[config.mk]
export PLATFORM = sky130hd
export DESIGN_NAME = mem_writeback
export DESIGN_NICKNAME = d
export VERILOG_FILES = /design/src/rtl/mem_writeback_pkg.sv /design/src/rtl/mem_writeback_fifo.sv /design/src/rtl/mem_writeback.sv
export SDC_FILE = /design/constraint.sdc
export NUM_CORES = 1
export LEC_CHECK = 0
export ABC_AREA = 1
export BUFFER_PORTS_ARGS = -buffer_cell sky130_fd_sc_hd__buf_2
export CAP_MARGIN = 15
export CORE_ASPECT_RATIO = 1.5
export CORE_UTILIZATION = 39
export DETAILED_ROUTE_END_ITERATION = 10
export GPL_TIMING_DRIVEN = 0
export RECOVER_POWER = 25
export SLEW_MARGIN = 20
export SYNTH_ARGS = -nofsm -noshare
export SYNTH_HDL_FRONTEND = slang
export SYNTH_SLANG_ARGS = --single-unit
export TNS_END_PERCENT = 20
[constraint.sdc]
create_clock -name clk -period 3.5 [get_ports clk]
set_input_delay 0.35 -clock clk [delete_from_list [all_inputs] [get_ports clk]]
set_output_delay 0.35 -clock clk [all_outputs]
set_load 0.02 [all_outputs]
[src/rtl/mem_writeback_pkg.sv]
// Shared types for the memory write-back path.
// Defaults match the ram and mux4 blocks.
package mem_writeback_pkg;

  typedef enum logic [1:0] {
    IDLE   = 2'd0,
    ACTIVE = 2'd1,
    DRAIN  = 2'd2
  } wb_state_e;

  localparam int DEF_ADDRESS_BITS = 5;
  localparam int DEF_DATA_BITS    = 8;

endpackage

[src/rtl/mem_writeback_fifo.sv]
// Write queue: power-of-two FIFO with occupancy count.
// Head entry is visible combinationally.
module wb_fifo
  import mem_writeback_pkg::*;
#(
  parameter  int W     = DEF_ADDRESS_BITS + DEF_DATA_BITS,
  parameter  int DEPTH = 4,
  localparam int PW    = $clog2(DEPTH),
  localparam int CW    = $clog2(DEPTH) + 1
) (
  input  logic          clk,
  input  logic          reset_n,
  input  logic          push,
  input  logic          pop,
  input  logic [W-1:0]  wdata,
  output logic [W-1:0]  head,
  output logic [CW-1:0] count
);

  logic [W-1:0]  mem [DEPTH];
  logic [PW-1:0] wr_ptr;
  logic [PW-1:0] rd_ptr;

  always_ff @(posedge clk) begin
    if (push) mem[wr_ptr] <= wdata;
  end

  // Pointers wrap naturally since DEPTH is a power of two.
  always_ff @(posedge clk or negedge reset_n) begin
    if (!reset_n) begin
      wr_ptr <= '0;
      rd_ptr <= '0;
      count  <= '0;
    end else begin
      if (push) wr_ptr <= wr_ptr + 1'b1;
      if (pop)  rd_ptr <= rd_ptr + 1'b1;
      count <= count + CW'(push) - CW'(pop);
    end
  end

  assign head = mem[rd_ptr];

endmodule

[src/rtl/mem_writeback.sv]
// Buffered RAM write-back: queues writes and issues
// them in the execute slot or back-to-back on flush.
module mem_writeback
  import mem_writeback_pkg::*;
#(
  parameter  int ADDRESS_BITS = DEF_ADDRESS_BITS,
  parameter  int DATA_BITS    = DEF_DATA_BITS,
  parameter  int DEPTH        = 4,
  localparam int CW           = $clog2(DEPTH) + 1
) (
  input  logic                    clk,
  input  logic                    reset_n,
  input  logic                    enable,
  input  logic                    execute,
  input  logic                    flush,
  input  logic                    req_valid,
  output logic                    req_ready,
  input  logic [ADDRESS_BITS-1:0] req_address,
  input  logic [DATA_BITS-1:0]    req_data,
  output logic                    ram_w_enable,
  output logic [ADDRESS_BITS-1:0] ram_address,
  output logic [DATA_BITS-1:0]    ram_data_in,
  output logic [CW-1:0]           count,
  output logic                    busy
);

  localparam int W = ADDRESS_BITS + DATA_BITS;

  wb_state_e     state_q;
  wb_state_e     state_d;
  logic          push;
  logic          pop;
  logic [W-1:0]  head;
  logic [CW-1:0] count_next;

  assign req_ready = enable
                   && (count < CW'(DEPTH))
                   && (state_q != DRAIN);
  assign push = req_valid && req_ready;
  assign pop  = enable && (count != '0)
              && (execute || (state_q == DRAIN));
  assign count_next = count + CW'(push) - CW'(pop);
  assign busy = (state_q != IDLE);

  wb_fifo #(
    .W     (W),
    .DEPTH (DEPTH)
  ) u_fifo (
    .clk     (clk),
    .reset_n (reset_n),
    .push    (push),
    .pop     (pop),
    .wdata   ({req_address, req_data}),
    .head    (head),
    .count   (count)
  );

  always_ff @(posedge clk or negedge reset_n) begin
    if (!reset_n) state_q <= IDLE;
    else          state_q <= state_d;
  end

  always_comb begin
    state_d = state_q;
    if (enable) begin
      unique case (state_q)
        IDLE: begin
          if (flush && (count != '0)) state_d = DRAIN;
          else if (push)              state_d = ACTIVE;
        end
        ACTIVE: begin
          if (count_next == '0) state_d = IDLE;
          else if (flush)       state_d = DRAIN;
        end
        DRAIN: begin
          if (count_next == '0) state_d = IDLE;
        end
        default: state_d = IDLE;
      endcase
    end
  end

  always_ff @(posedge clk or negedge reset_n) begin
    if (!reset_n) begin
      ram_w_enable <= 1'b0;
      ram_address  <= '0;
      ram_data_in  <= '0;
    end else begin
      ram_w_enable <= pop;
      if (pop) {ram_address, ram_data_in} <= head;
    end
  end

endmodule
==> reports/metrics.yaml, run 1 <==
placement:
  hpwlAfterDp_mm: 4.16
  portBuffers: 37
  routabilityCongestion: 0.725
  place_ws_ns: 0.740
  place_area_mm2: 0.00340
clock_network:
  clkTransAtPathRegs_ns: 0.05
  postCtsHoldBufs: 0
  post_cts_resized: 0
  cts_tree: "yes"
  h-tree-depth: 3
  post_cts_buffers: 0
  clock-sinks: 75
  numCtsBuffers: 9
  clk-insertion-delay-late_ns: 0.33
  cts_buffer_depth: 2
  root_buffer: "clkbuf_16"
global_routing:
  grt_pass1_wl_mm: 10.0
  grt_pass1_vias: 2054
  grtUsageTotal_pct: 17.0
  grt_max_degree: 24
  grt_antenna_before_repair: 0
  grt-ovfl-total: 0
detailed_routing:
  via_per_inst: 4.77
  drc: 0
  drtAntennaViolNets: 0
  dr.pass1.iters: 4
  routedWlPerCell_um: 14.6
  first_iter_violations: 87
  routed_wirelength_mm: 6.09
  vias: 1988
timing:
  max_freq_ghz: 0.362
  slew_headroom_pct: 45.7
  period_share_pct: 78.8
  tns_ns: 0
  setup_viol: 0
  skew_ns: 0.00722
  hold_viol: 0
  rsz0062_at_grt: "false"
  drv_slew: 0
  tightestPinTransition_ns: 0.813
  layout_setup_ws_ns: 0.741
  min_period_ns: 2.76
synthesis:
  ys_seq_area_share_pct: 69.4
  synth_top_cell_by_area: "edfxtp_1"
  synthSimpleGateAreaFrac_pct: 15.2
  ys_seq_elements: 75
  synthXorXnorAreaFrac_pct: 0.853
  synthDistinctLibCells: 24
  synth_adder_area_share_pct: 3.09
  netlist_top_cells_area: "edfxtp_1 (51%), dfrtp_1 (19%), nand2_1 (6.6%), nor2_1 (6.2%), o32ai_1 (3.7%)"
  synth_top_family_by_area: "simple AND/OR/NAND/NOR gates"
  syn_inst: 263
  syn_avg_cell_area_um2: 11.7
  yosysWarnings: 0
  syn_nets: 289
  yosys-mux-area-fraction_pct: 0
  synth_compound_area_share_pct: 6.30
  synth_top_area_share_pct: 50.7
  syn_area_mm2: 0.00308
power_and_ir_drop:
  leakage_nw: 1.55
  switching_share_pct: 35.4
  clkPwrFrac_pct: 27.3
  p_int_mw: 2.05
  p_comb_share_pct: 34.5
  vdd_drop_max_uv: 411
  power_density_mw_per_mm2: 863
  pwr-share-seq_pct: 38.1
  power.switching_mw: 1.12
cells_and_area:
  syn_to_final_growth_pct: 19.4
  design_area_mm2: 0.00368
  fill_cells: 736
  finalNetCount: 337
  antennaDiodeCount: 0
  mostFrequentLayoutCells: "nand2_1 (54), edfxtp_1 (52), nor2_1 (47)"
  final_common_cell: "nand2_1"
  drive_above_1_share_pct: 20.0
worst_setup_path:
  critPathMaxFanout: 11
  crit_type: "register to register"
  cp-start-kind: "register"
  critical_path_required_ns: 3.72
  arrival_ns: 2.98
  cp-end-kind: "register"
status:
  outcome: "finished, final reports clean"
floorplanning:
  rows: 39
  io_pins: 38
  initial_core_util_pct: 40.5
  dieArea_mm2: 0.00826
  chipWidth_um: 74.6
  dieHeight_um: 111
  core-area_mm2: 0.00761
worst_hold_path:
  min-delay-path-class: "input pin to asynchronous set/reset pin"
job:
  cap_violations: 0
## flip-flops by register name (all words and copies together), names as in the netlist
signal,count
u_fifo.rd_ptr,2
ram_address,5
u_fifo.mem,52
ram_w_enable,1
u_fifo.wr_ptr,2
state_q,2
ram_data_in,8
u_fifo.count,3
## cells in the mapped netlist
library cell and count:
o21ai_0 15, inv_1 17, buf_4 4, inv_2 3, nand2_1 54, nand2_4 1
nor2_2 1, inv_4 2, buf_2 4, nand3_2 1, clkbuf_2 1, a21oi_1 1
nor2_1 51, o32ai_1 13, dfrtp_1 23, nand4_1 1, buf_8 1, ha_1 6
edfxtp_1 52, fa_1 1, xor2_1 3, nor3_1 1, nand2_2 1, nand3_1 6
## area by class of cell
type | instances | area (um2) | area share [%]
inverters | 22 | 87.6 | 2.38
multi-input cells | 156 | 795 | 21.6
clock inverters | 2 | 8.76 | 0.238
plain buffers | 10 | 70.1 | 1.91
clock buffers | 13 | 280 | 7.62
flip-flops and latches | 75 | 2140 | 58.1
repair buffers | 37 | 171 | 4.66
well taps | 102 | 128 | 3.47
## power groups by stage
| stage | Combinational, mW | Sequential, mW | Clock, mW |
|---|---|---|---|
| 2_1_floorplan | 0.661 | 1.33 | 0 |
| 3_5_place_dp | 1.11 | 1.23 | 0 |
| 5_1_grt | 1.24 | 1.23 | 0.920 |
| 6_report | 1.10 | 1.21 | 0.867 |
| 4_1_cts | 1.12 | 1.21 | 0.878 |
| 3_3_place_gp | 1.09 | 1.22 | 0 |
## final timing paths
path                                 from                to  slack [ns]  cells past startpoint
max                            state_q[1]        state_q[1]        0.74                     17
min                               reset_n    ram_data_in[2]       0.006                      1
max reg2reg                    state_q[1]        state_q[1]        0.74                     17
min reg2reg                ram_address[0]    ram_address[0]        0.47                      2
max in group asynchronous         reset_n    ram_data_in[7]        3.12                      1
min in group clk              req_data[3]  u_fifo.mem[2][3]        0.24                      1
## stage by stage
step | hold slack, ns | util, % | power, mW | cells
floorplan | 0.0544 | - | 1.99 | 263
global placement | 0.371 | 44.6 | 2.31 | 402
detailed placement | 0.374 | 44.7 | 2.34 | 402
CTS | 0.0221 | 48.5 | 3.21 | 417
global route | 0.0587 | 48.3 | 3.39 | 417
finish | 0.00557 | 48.3 | 3.17 | 417
## cell families after synthesis
logic type / count (synthesis)
AO/OA/AOI/OAI: 29
buffers and inverters: 32
flip-flops: 75
adder cells (fa/ha/maj): 7
AND/OR/NAND/NOR: 117
XOR/XNOR: 3
## critical path, stage by stage (launching register included)
cell,delay [ns]
dfrtp_1,0.41
nand2_2,0.11
inv_2,0.05
nor2_1,0.11
nor2_2,0.06
nand2_4,0.12
inv_4,0.07
buf_8,0.15
ha_1,0.27
inv_1,0.04
ha_1,0.18
fa_1,0.45
nor2_1,0.12
nand3_1,0.14
nand3_1,0.14
nand3_1,0.10
nand2_1,0.07
nand2_1,0.05
## layer usage
| metal | routed length [um] | part of all wire [%] | global-route usage (%) |
|---|---|---|---|
| met5 | 0 | 0 | 0 |
| met4 | 170 | 2.8 | 11.1 |
| met3 | 239 | 3.9 | 2.91 |
| met1 | 2360 | 39 | 18.7 |
| met2 | 3320 | 55 | 28.9 |
No activity file was read; power rests on OpenSTA's default activity.
==> run 2, diff against run 1 <==
Settings changed: ABC_AREA 1 to 0.
Clock period 3.5 ns to 2.4 ns, I/O delays scaled along.
==> reports/metrics.yaml, run 2 <==
worst_setup_path:
  crit_type: "register to register"
  cp-end-kind: "register"
  path_common_cell: "ha_4"
  critPathMaxFanout: 4  # -7
  critical_path_required_ns: 2.63  # -1.09 ns
  arrival_ns: 2.83  # -0.15 ns
  critPathSlowestCell: "dfrtp_2"
  path_delay_family: "adder cells"
  worstPathCellList: "or3_4 > o211ai_4 > buf_12 > inv_6 > ha_4 > inv_2 > ha_4 > fa_2 > xor3_2 > nand2_1 > a311o_1"
  crit_buf_inv: 3  # -1
  slowest_delay_ns: 0.41  # -0.04 ns
  cp-start-kind: "register"
floorplanning:
  chipWidth_um: 73.6  # -1.3%
  dieArea_mm2: 0.00805  # -2.6%
  dieHeight_um: 109  # -1.3%
  core-area_mm2: 0.00732  # -3.8%
  initial_core_util_pct: 40.9  # +0.49 points
  io_pins: 38  # unchanged
  rows: 38  # -2.6%
clock_network:
  clock-sinks: 75  # unchanged
  numCtsBuffers: 9  # unchanged
  clkTransAtPathRegs_ns: 0.08  # +0.03 ns
  h-tree-depth: 3  # unchanged
  cts_tree: "yes"
  root_buffer: "clkbuf_8"
  clk-insertion-delay-late_ns: 0.35  # +0.02 ns
  cts_buffer_depth: 2  # unchanged
cells_and_area:
  syn_to_final_growth_pct: 19.5  # about the same
  largestRegisters: "u_fifo.mem: 52 flops, ram_data_in: 8 flops, ram_address: 5 flops"
  finalNetCount: 231  # -31%
  largest-register: "u_fifo.mem"
  final_common_cell: "edfxtp_1"
  finalNonFillerCells: 310  # -26%
  mostFrequentLayoutCells: "edfxtp_1 (52), buf_2 (26), dfrtp_1 (21)"
  drive_above_1_share_pct: 39.5  # +20 points
  antennaDiodeCount: 0  # unchanged
  fill_cells: 663  # -9.9%
  largest_reg_flops: 52  # unchanged
detailed_routing:
  routed_wirelength_mm: 5.51  # -9.5%
  drc: 0  # unchanged
  dr.pass1.iters: 4  # unchanged
  routedWlPerCell_um: 17.8  # +22%
  via_per_inst: 4.85  # +1.8%
  first_iter_violations: 23  # -74%
  vias: 1504  # -24%
  drtAntennaViolNets: 0  # unchanged
synthesis:
  ys_seq_elements: 75  # unchanged
  synth_top_cell_by_area: "edfxtp_1"
  synth_edf_count: 52  # unchanged
  synthArstFlopShare_pct: 30.7  # unchanged
  synthFlopType: "edfxtp_1"
  synthDistinctLibCells: 31  # +29%
  synth_most_common_cell: "edfxtp_1"
  syn_inst: 151  # -43%
  syn_nets: 177  # -39%
  synth_commonest_cells: "edfxtp_1 (52), dfrtp_1 (23), mux2_2 (14), inv_1 (8), mux4_2 (8)"
  synth_top_area_share_pct: 52.1  # +1.4 points
  ys_seq_area_share_pct: 71.3  # +1.9 points
  netlist_top_cells_area: "edfxtp_1 (52%), dfrtp_1 (19%), mux4_2 (6.0%), mux2_2 (5.3%), mux4_1 (4.4%)"
  yosysWarnings: 0  # unchanged
  syn_area_mm2: 0.00300  # -2.6%
  syn_avg_cell_area_um2: 19.9  # +70%
status:
  outcome: "finished, violations left"
  violations: "negative setup slack"
global_routing:
  grt_pass1_wl_mm: 8.67  # -13%
  grt-ovfl-total: 0  # unchanged
  grtUsageTotal_pct: 15.9  # -1.2 points
  grt_pass1_vias: 1660  # -19%
  grt_max_degree: 24  # unchanged
  grt.busiest_layer: "met2"
  grt_antenna_before_repair: 0  # unchanged
  use_met1_pct: 17.8  # -0.91 points
  grt_use_met3_pct: 4.86  # +1.9 points
  use_met2_pct: 26.5  # -2.5 points
timing:
  skew_ns: 0.0113  # +0.00406 ns
  max_freq_ghz: 0.385  # +6.2%
  hold_viol: 0  # unchanged
  period_share_pct: 108  # +29 points
  min_period_ns: 2.60  # -0.162 ns
  setup_viol: 2  # +2
  drv_slew: 0  # unchanged
  rsz0062_at_grt: "true"
  holdWs_ns: 0.119  # +0.113 ns
  tightestPinTransition_ns: 0.733  # -0.0794 ns
  slew_headroom_pct: 51.1  # +5.4 points
  layout_setup_ws_ns: -0.197  # -0.938 ns
power_and_ir_drop:
  power_density_mw_per_mm2: 1220  # +41%
  vdd_drop_max_uv: 497  # +21%
  leakage_nw: 1.33  # -14%
worst_hold_path:
  min-delay-path-class: "input pin to register"
placement:
  routabilityCongestion: 0.755  # +4.1%
  placed_cells: 287  # -29%
  hpwlAfterDp_mm: 3.53  # -15%
  portBuffers: 36  # -2.7%
job:
  cap_violations: 0  # unchanged
==> run 2: path summary, 6_finish.rpt <==
kind | endpoint | cells past startpoint | start | slack [ns]
max | state_q[0] | 11 | u_fifo.count[1] | -0.20
max in group asynchronous | u_fifo.count[0] | 2 | reset_n | 1.56
min reg2reg | ram_address[2] | 1 | ram_address[2] | 0.50
min in group asynchronous | u_fifo.wr_ptr[0] | 2 | reset_n | 0.43
min | u_fifo.mem[2][3] | 1 | req_data[3] | 0.12
max reg2reg | state_q[0] | 11 | u_fifo.count[1] | -0.20
==> run 2: power breakdown <==
group          switching, mW  leakage (nW)  internal, mW
registers              0.157         0.738          1.65
logic                  0.821         0.504         0.829
clock network          0.426        0.0914         0.479
==> run 2: stage by stage <==
step	instance area, um2	utilization [%]	setup WS, ns	power [mW]	TNS, ns
after CTS	3590	49.0	-0.241	4.41	-0.452
after floorplan	3020	-	-0.299	2.90	-0.571
after global routing	3580	48.9	-0.272	4.59	-0.556
final	3580	48.9	-0.197	4.36	-0.374
after global placement	3330	45.4	-0.401	3.25	-0.839
after detailed placement	3330	45.4	-0.474	3.33	-1.04
==> run 2: area by class of cell <==
type | count | area (um2) | share of cell area, %
multi-input cells | 63 | 831 | 23.2
repair buffers | 43 | 221 | 6.18
clock inverters | 3 | 40.0 | 1.12
inverters | 8 | 35.0 | 0.978
clock buffers | 13 | 139 | 3.88
well taps | 100 | 125 | 3.49
flip-flops and latches | 75 | 2140 | 59.7
plain buffers | 5 | 51.3 | 1.43
==> run 2: cell families (layout without fill, tap and decap cells) <==
group / count (synthesis) / in the layout / synth area share (%)
AO/OA/AOI/OAI: 5 / 5 / 1.63
AND/OR/NAND/NOR: 20 / 20 / 3.88
XOR/XNOR: 4 / 4 / 1.67
multiplexers: 27 / 27 / 15.7
buffers and inverters: 13 / 72 / 2.71
adder cells (fa/ha/maj): 7 / 7 / 3.17
flip-flops: 75 / 75 / 71.3
==> run 2: timing repair <==
item / 4_1_cts / 5_1_grt
resized for setup: 6 / 3
buffers inserted: 6 / 0
endpoints found under the setup margin: 3 / 4
hold buffers: 1 / 0
pin swaps: 1 / 0
hold endpoints to repair: 23 / 0
==> run 2: per-layer routing <==
layer	up-vias	wire [um]
met3	12	201
li1	694	-
met2	36	3000
met5	-	0
met1	762	2190
met4	0	121
